<file path="config.mk">
export PLATFORM = sky130hd
export DESIGN_NAME = kpscan_ctrl
export DESIGN_NICKNAME = d
export VERILOG_FILES = /design/src/rtl/kpscan_pkg.sv /design/src/rtl/kp_keymap.sv /design/src/rtl/kpscan_ctrl.sv
export SDC_FILE = /design/constraint.sdc
export NUM_CORES = 1
export LEC_CHECK = 0
export BUFFER_PORTS_ARGS = -buffer_cell sky130_fd_sc_hd__buf_2
export CAP_MARGIN = 0
export CORE_ASPECT_RATIO = 0.6
export CORE_MARGIN = 1.5
export CORE_UTILIZATION = 30
export CTS_CLUSTER_DIAMETER = 30
export DETAILED_ROUTE_END_ITERATION = 12
export HOLD_SLACK_MARGIN = 0.08
export PLACE_DENSITY_LB_ADDON = 0.1
export REMOVE_ABC_BUFFERS = 1
export SYNTH_ARGS = -nofsm -noshare
export SYNTH_HDL_FRONTEND = slang
export SYNTH_HIERARCHICAL = 1
export SYNTH_SLANG_ARGS = --single-unit
</file>
<file path="constraint.sdc">
create_clock -name clk -period 2.85 [get_ports clk]
set_input_delay 0.285 -clock clk [delete_from_list [all_inputs] [get_ports clk]]
set_output_delay 0.285 -clock clk [all_outputs]
set_load 0.02 [all_outputs]
</file>
<file path="src/rtl/kpscan_pkg.sv">
// rtl/kpscan_pkg.sv - shared state encoding, column drive patterns and defaults
// for the keypad scan controller.
package kpscan_pkg;

   localparam int SETTLE_CYC_DEF   = 16;
   localparam int DEBOUNCE_CNT_DEF = 4;

   localparam logic [3:0] COL_0 = 4'b0111;
   localparam logic [3:0] COL_1 = 4'b1011;
   localparam logic [3:0] COL_2 = 4'b1101;
   localparam logic [3:0] COL_3 = 4'b1110;

   typedef enum logic [1:0] {
      ST_SCAN     = 2'd0,
      ST_DEBOUNCE = 2'd1,
      ST_HELD     = 2'd2,
      ST_RELEASE  = 2'd3
   } state_t;

   // Rotating the single low bit right walks COL_0 -> COL_3 and wraps.
   function automatic logic [3:0] next_col(input logic [3:0] col);
      return {col[0], col[3:1]};
   endfunction

endpackage

</file>
<file path="src/rtl/kp_keymap.sv">
// rtl/kp_keymap.sv - combinational decode of column drive plus row pattern
// into the printed button value.
module kp_keymap
   import kpscan_pkg::*;
(
   input  logic [3:0] i_col,
   input  logic [3:0] i_row,
   output logic [3:0] o_code
);

   always_comb begin
      o_code = 4'd0;
      case (i_col)
         COL_0:
            case (i_row)
               4'b0111: o_code = 4'd1;
               4'b1011: o_code = 4'd4;
               4'b1101: o_code = 4'd7;
               4'b1110: o_code = 4'd14;
               default: o_code = 4'd0;
            endcase
         COL_1:
            case (i_row)
               4'b0111: o_code = 4'd2;
               4'b1011: o_code = 4'd5;
               4'b1101: o_code = 4'd8;
               4'b1110: o_code = 4'd0;
               default: o_code = 4'd0;
            endcase
         COL_2:
            case (i_row)
               4'b0111: o_code = 4'd3;
               4'b1011: o_code = 4'd6;
               4'b1101: o_code = 4'd9;
               4'b1110: o_code = 4'd15;
               default: o_code = 4'd0;
            endcase
         COL_3:
            case (i_row)
               4'b0111: o_code = 4'd10;
               4'b1011: o_code = 4'd11;
               4'b1101: o_code = 4'd12;
               4'b1110: o_code = 4'd13;
               default: o_code = 4'd0;
            endcase
         default: o_code = 4'd0;
      endcase
   end

endmodule

</file>
<file path="src/rtl/kpscan_ctrl.sv">
// rtl/kpscan_ctrl.sv - 4x4 keypad scanner with debounce, ghost rejection and
// a single-entry event register with overrun indication.
module kpscan_ctrl
   import kpscan_pkg::*;
#(
   parameter int SETTLE_CYC   = SETTLE_CYC_DEF,
   parameter int DEBOUNCE_CNT = DEBOUNCE_CNT_DEF
)
(
   input  logic       clk,
   input  logic       reset,
   input  logic [3:0] kpr,
   output logic [3:0] kpc,
   output logic [3:0] key_code,
   output logic       key_valid,
   input  logic       key_ready,
   output logic       key_held,
   output logic       overrun
);

   localparam int WIN_W = $clog2(SETTLE_CYC);
   localparam int CNT_W = $clog2(DEBOUNCE_CNT + 1);
   localparam logic [WIN_W-1:0] WIN_LAST = WIN_W'(SETTLE_CYC - 1);
   localparam logic [CNT_W-1:0] CNT_DONE = CNT_W'(DEBOUNCE_CNT);
   localparam logic [CNT_W-1:0] CNT_ONE  = CNT_W'(1);
   localparam bit   ONE_SHOT = (DEBOUNCE_CNT == 1);

   logic [3:0]       r_sync1, r_sync2, r_pat, r_kpc, r_code;
   logic [WIN_W-1:0] r_win;
   logic [CNT_W-1:0] r_cnt;
   state_t           r_state;
   logic             r_valid, r_overrun;

   state_t           w_state_nxt;
   logic [CNT_W-1:0] w_cnt_nxt, w_cnt_inc;
   logic [3:0]       w_kpc_nxt, w_pat_nxt, w_key;
   logic             w_sample, w_all_high, w_one_low, w_event, w_load;

   kp_keymap u_keymap (
      .i_col  (r_kpc),
      .i_row  (r_sync2),
      .o_code (w_key)
   );

   assign w_sample   = (r_win == WIN_LAST);
   assign w_all_high = (r_sync2 == 4'hF);
   assign w_one_low  = (r_sync2 == 4'b0111) || (r_sync2 == 4'b1011) ||
                       (r_sync2 == 4'b1101) || (r_sync2 == 4'b1110);
   assign w_cnt_inc  = r_cnt + CNT_ONE;

   always_comb begin
      w_state_nxt = r_state;
      w_cnt_nxt   = r_cnt;
      w_kpc_nxt   = r_kpc;
      w_pat_nxt   = r_pat;
      w_event     = 1'b0;
      if (w_sample) begin
         case (r_state)
            ST_SCAN:
               if (w_one_low) begin
                  w_pat_nxt   = r_sync2;
                  w_cnt_nxt   = CNT_ONE;
                  w_state_nxt = ST_DEBOUNCE;
                  if (ONE_SHOT) begin
                     w_state_nxt = ST_HELD;
                     w_cnt_nxt   = '0;
                     w_event     = 1'b1;
                  end
               end else begin
                  w_kpc_nxt = next_col(r_kpc);
               end
            ST_DEBOUNCE:
               if (r_sync2 == r_pat) begin
                  w_cnt_nxt = w_cnt_inc;
                  if (w_cnt_inc == CNT_DONE) begin
                     w_state_nxt = ST_HELD;
                     w_cnt_nxt   = '0;
                     w_event     = 1'b1;
                  end
               end else begin
                  w_state_nxt = ST_SCAN;
                  w_cnt_nxt   = '0;
                  w_kpc_nxt   = next_col(r_kpc);
               end
            ST_HELD:
               if (w_all_high) begin
                  w_state_nxt = ST_RELEASE;
                  w_cnt_nxt   = CNT_ONE;
                  if (ONE_SHOT) begin
                     w_state_nxt = ST_SCAN;
                     w_cnt_nxt   = '0;
                     w_kpc_nxt   = next_col(r_kpc);
                  end
               end
            ST_RELEASE:
               if (w_all_high) begin
                  w_cnt_nxt = w_cnt_inc;
                  if (w_cnt_inc == CNT_DONE) begin
                     w_state_nxt = ST_SCAN;
                     w_cnt_nxt   = '0;
                     w_kpc_nxt   = next_col(r_kpc);
                  end
               end else begin
                  w_state_nxt = ST_HELD;
                  w_cnt_nxt   = '0;
               end
            default: w_state_nxt = ST_SCAN;
         endcase
      end
   end

   // A consumer handshake in the same cycle frees the slot for the new event.
   assign w_load = w_event && (!r_valid || key_ready);

   always_ff @(posedge clk or posedge reset) begin
      if (reset) begin
         r_sync1   <= 4'hF;
         r_sync2   <= 4'hF;
         r_win     <= '0;
         r_cnt     <= '0;
         r_state   <= ST_SCAN;
         r_pat     <= 4'hF;
         r_kpc     <= COL_0;
         r_code    <= 4'd0;
         r_valid   <= 1'b0;
         r_overrun <= 1'b0;
      end else begin
         r_sync1   <= kpr;
         r_sync2   <= r_sync1;
         r_win     <= w_sample ? '0 : r_win + WIN_W'(1);
         r_cnt     <= w_cnt_nxt;
         r_state   <= w_state_nxt;
         r_pat     <= w_pat_nxt;
         r_kpc     <= w_kpc_nxt;
         r_valid   <= w_load || (r_valid && !key_ready);
         r_overrun <= w_event && !w_load;
         if (w_load) begin
            r_code <= w_key;
         end
      end
   end

   assign kpc       = r_kpc;
   assign key_code  = r_code;
   assign key_valid = r_valid;
   assign key_held  = (r_state == ST_HELD) || (r_state == ST_RELEASE);
   assign overrun   = r_overrun;

endmodule

</file>
==> results.tsv <==
metric	value	unit
status	completed	
leakage	0.886	nW
r2r_end	key_code[2]$_DFFE_PP0P_	
min_delay_path_depth	1	
post_cts.resized_instances	0	
avgSynthCellArea	10.4	sq um
number_of_register_bits_inferred_by_synthesis	31	
drt-pass1-iter-count	4	
tritoncts	built	
cts.path.max_buffers	2	
totalPowerFinal	1.04	mW
timing_hold_violations_final	0	
pwr-share-clk	41.1	%
dpl_cell_area	0.00195	sq mm
synth.distinct_cells	51	
timing.final.max_slew_violations	0	
floorplan.io_pins	18	
ff2ff_path_depth	5	
mapped_cells	177	
p_int	783	uW
layout_common_cells	sky130_fd_sc_hd__buf_2, sky130_fd_sc_hd__dfrtp_1, sky130_fd_sc_hd__dfstp_2	
detail_route.vias_per_cell	4.97	
worstHoldPathType	input port to flip-flop	
cts.htree.levels	2	
power.ir.vdd_worst	0.000174	V
first_global_vias	1226	
area.growth.synth_to_final	12.5	%
grt_start_max_net_pins	24	
post_route_cells_drive_above_1_share	31.4	%
die_height	63.8	um
fp.dieArea	0.00665	sq mm
worst_hold_path_ep	r_sync1[3]$_DFF_PP1_	
place_congestion	0.757	
tritoncts.num_buffers	5	
post_detail_place_hpwl	2660	um
drt_drc_violations_left	0	
critPathLaunchType	flip-flop	
share_of_synthesized_area_occupied_by_flip_flops_and_latches	43.0	%
grt_first_pass_wirelength	6090	um
synthesis.yosys.warnings	6	
worst-endpoint-required	3.01	ns
worst_skew_pair.late_latency	0.28	ns
final.min_clock_period	2.15	ns
detail_route.wirelength	3670	um
placed_cells	261	
critical_register_to_register_path_startpoint	r_sync2[0]$_DFF_PP1_	
worst-endpoint-arrival	2.32	ns
start_util	32.1	%
power.share.switching	25.0	%
final-setup-viol-count	0	
tritoncts_num_sinks	31	
seq_power_share	49.8	%
setup.worst_path.end_class	flip-flop	
layout.core_utilization	36.1	%
timing.setup.tns	0	ns
cts.reportedPaths.clkPinSlew	0.07	ns
layout.cells.most_common	sky130_fd_sc_hd__buf_2	
final.period_utilization	75.5	%
clockRootBuffer	sky130_fd_sc_hd__clkbuf_8	
number_of_maximum_capacitance_constraint_violations	0	
die_w	104	um
final.setup_skew	0.00882	ns
max-slew-margin-rel	40.9	%
gr-total-overflow	0	
critical_path_class	flip-flop to flip-flop	
synth_area	0.00185	sq mm
worstPathMaxFanout	20	
core	0.00575	sq mm
rsz0062_at_grt	no	
wire_per_inst	13.5	um
vias	1348	
numPortBuffers	17	
netSwitchingPower	261	uW
layout.nets	200	
reg2reg_setup_slack	0.70	ns
power.combinational.fraction	9.1	%
antenna_cells	0	
grtUsageTotal	11.8	%
finished_layout_cells	271	
postRouteAntennaNets	0	
hold_path_startpoint	kpr[3]	
grt_antenna_before_repair	0	
maximum_clock_frequency	465	MHz
pwr_density_cell	502	mW/mm^2
core.rowCount	21	
timing_worst_slew_pin_value	0.885	ns
final_cell_area	0.00208	sq mm
dr.first_iter.drc_count	71	
-- how the worst max path moves through the flow --
stage,start,to,slack (ns),depth (start not counted)
6_report,r_sync2[0]$_DFF_PP1_,key_code[2]$_DFFE_PP0P_,0.70,5
5_1_grt,r_sync2[0]$_DFF_PP1_,key_code[0]$_DFFE_PP0P_,0.55,5
4_1_cts,r_sync2[0]$_DFF_PP1_,key_code[0]$_DFFE_PP0P_,0.70,5
3_5_place_dp,r_sync2[0]$_DFF_PP1_,key_code[1]$_DFFE_PP0P_,0.72,5
3_3_place_gp,r_sync2[2]$_DFF_PP1_,key_code[0]$_DFFE_PP0P_,0.75,5
2_1_floorplan,r_sync2[0]$_DFF_PP1_,key_code[0]$_DFFE_PP0P_,0.90,5
-- power by group through the flow --
stage	Sequential, mW	Clock [mW]	Combinational [mW]
2_1_floorplan	0.514	0	0.0733
3_3_place_gp	0.527	0	0.0931
3_5_place_dp	0.527	0	0.0937
4_1_cts	0.520	0.446	0.0939
5_1_grt	0.527	0.469	0.107
6_report	0.520	0.429	0.0949
-- cell usage after synthesis (all sizes together) --
master | count | area (sq um)
nand4bb | 1 | 11.3
a21o | 1 | 7.51
and4bb | 3 | 37.5
or3 | 2 | 12.5
mux2i | 1 | 10.0
nand3 | 9 | 45.0
o221ai | 1 | 8.76
mux2 | 12 | 135
o211ai | 3 | 22.5
nand2 | 13 | 48.8
and4 | 1 | 8.76
and2b | 1 | 7.51
o21ai | 8 | 40.0
xor2 | 8 | 77.6
nor2b | 1 | 6.26
clkbuf | 6 | 25.0
buf | 9 | 76.3
a31oi | 3 | 18.8
o32ai | 1 | 8.76
inv | 7 | 26.3
a32oi | 1 | 8.76
ha | 3 | 37.5
nor3 | 2 | 10.0
o2111a | 1 | 11.3
or2b | 2 | 15.0
o311ai | 1 | 8.76
dfstp | 15 | 394
nor4b | 4 | 50.1
dfrtp | 16 | 400
nor2 | 5 | 18.8
xnor2 | 9 | 78.8
and3 | 3 | 18.8
o22ai | 2 | 12.5
or2 | 2 | 15.0
o31ai | 1 | 7.51
nor3b | 1 | 7.51
a22o | 1 | 8.76
a41oi | 1 | 8.76
nand4 | 4 | 25.0
nand2b | 3 | 18.8
a21oi | 7 | 35.0
and2 | 1 | 6.26
a221oi | 1 | 15.0
-- routing by layer --
layer  global-route usage [%]  up-vias  wire, um
met4                     3.13        0        27
met5                        0        -         0
met3                     3.67        4       164
met2                     15.5       41      1390
li1                         -      662         -
met1                     18.0      641      2090
-- area by class of cell --
cell class                 count  area [sq um]
tap                           80           100
clock buffer                   5          68.8
timing repair buffer          21           120
multi-input combinational    124           925
inverter                       7          26.3
fill                         574          3680
sequential                    31           795
clock inverter                 3          43.8
-- what timing repair did --
item                                   CTS  global route
hold buffers                             0             2
setup buffers                            0             0
endpoints found under the hold margin    0             2
-- per-stage QoR --
stage,hold WS (ns),setup slack (ns)
after floorplan,0.289,0.901
after global placement,0.346,0.748
after detailed placement,0.347,0.721
after CTS,0.0821,0.700
after global routing,0.0817,0.553
final,0.101,0.699
-- critical path: stages (launching register included) --
cell,delay [ns]
sky130_fd_sc_hd__dfstp_2,0.75
sky130_fd_sc_hd__xnor2_1,0.17
sky130_fd_sc_hd__nand3_1,0.12
sky130_fd_sc_hd__or2_4,0.29
sky130_fd_sc_hd__nor4b_4,0.33
sky130_fd_sc_hd__mux2_2,0.38
-- cell families after synthesis --
family	Yosys count	synth area share (%)
mux	13	7.86
simple gates	58	19.6
buf+inv	22	6.91
fa+ha+maj	3	2.03
xor+xnor	17	8.47
compound gates	33	12.1
flops	31	43.0
-- state kept, by name (all words and copies together) (netlist names) --
signal,cells
r_win,4
key_code,4
r_pat,4
r_state,2
key_valid,1
r_sync2,4
kpc,4
overrun,1
r_cnt,3
r_sync1,4
No activity file was read; power rests on OpenSTA's default activity.
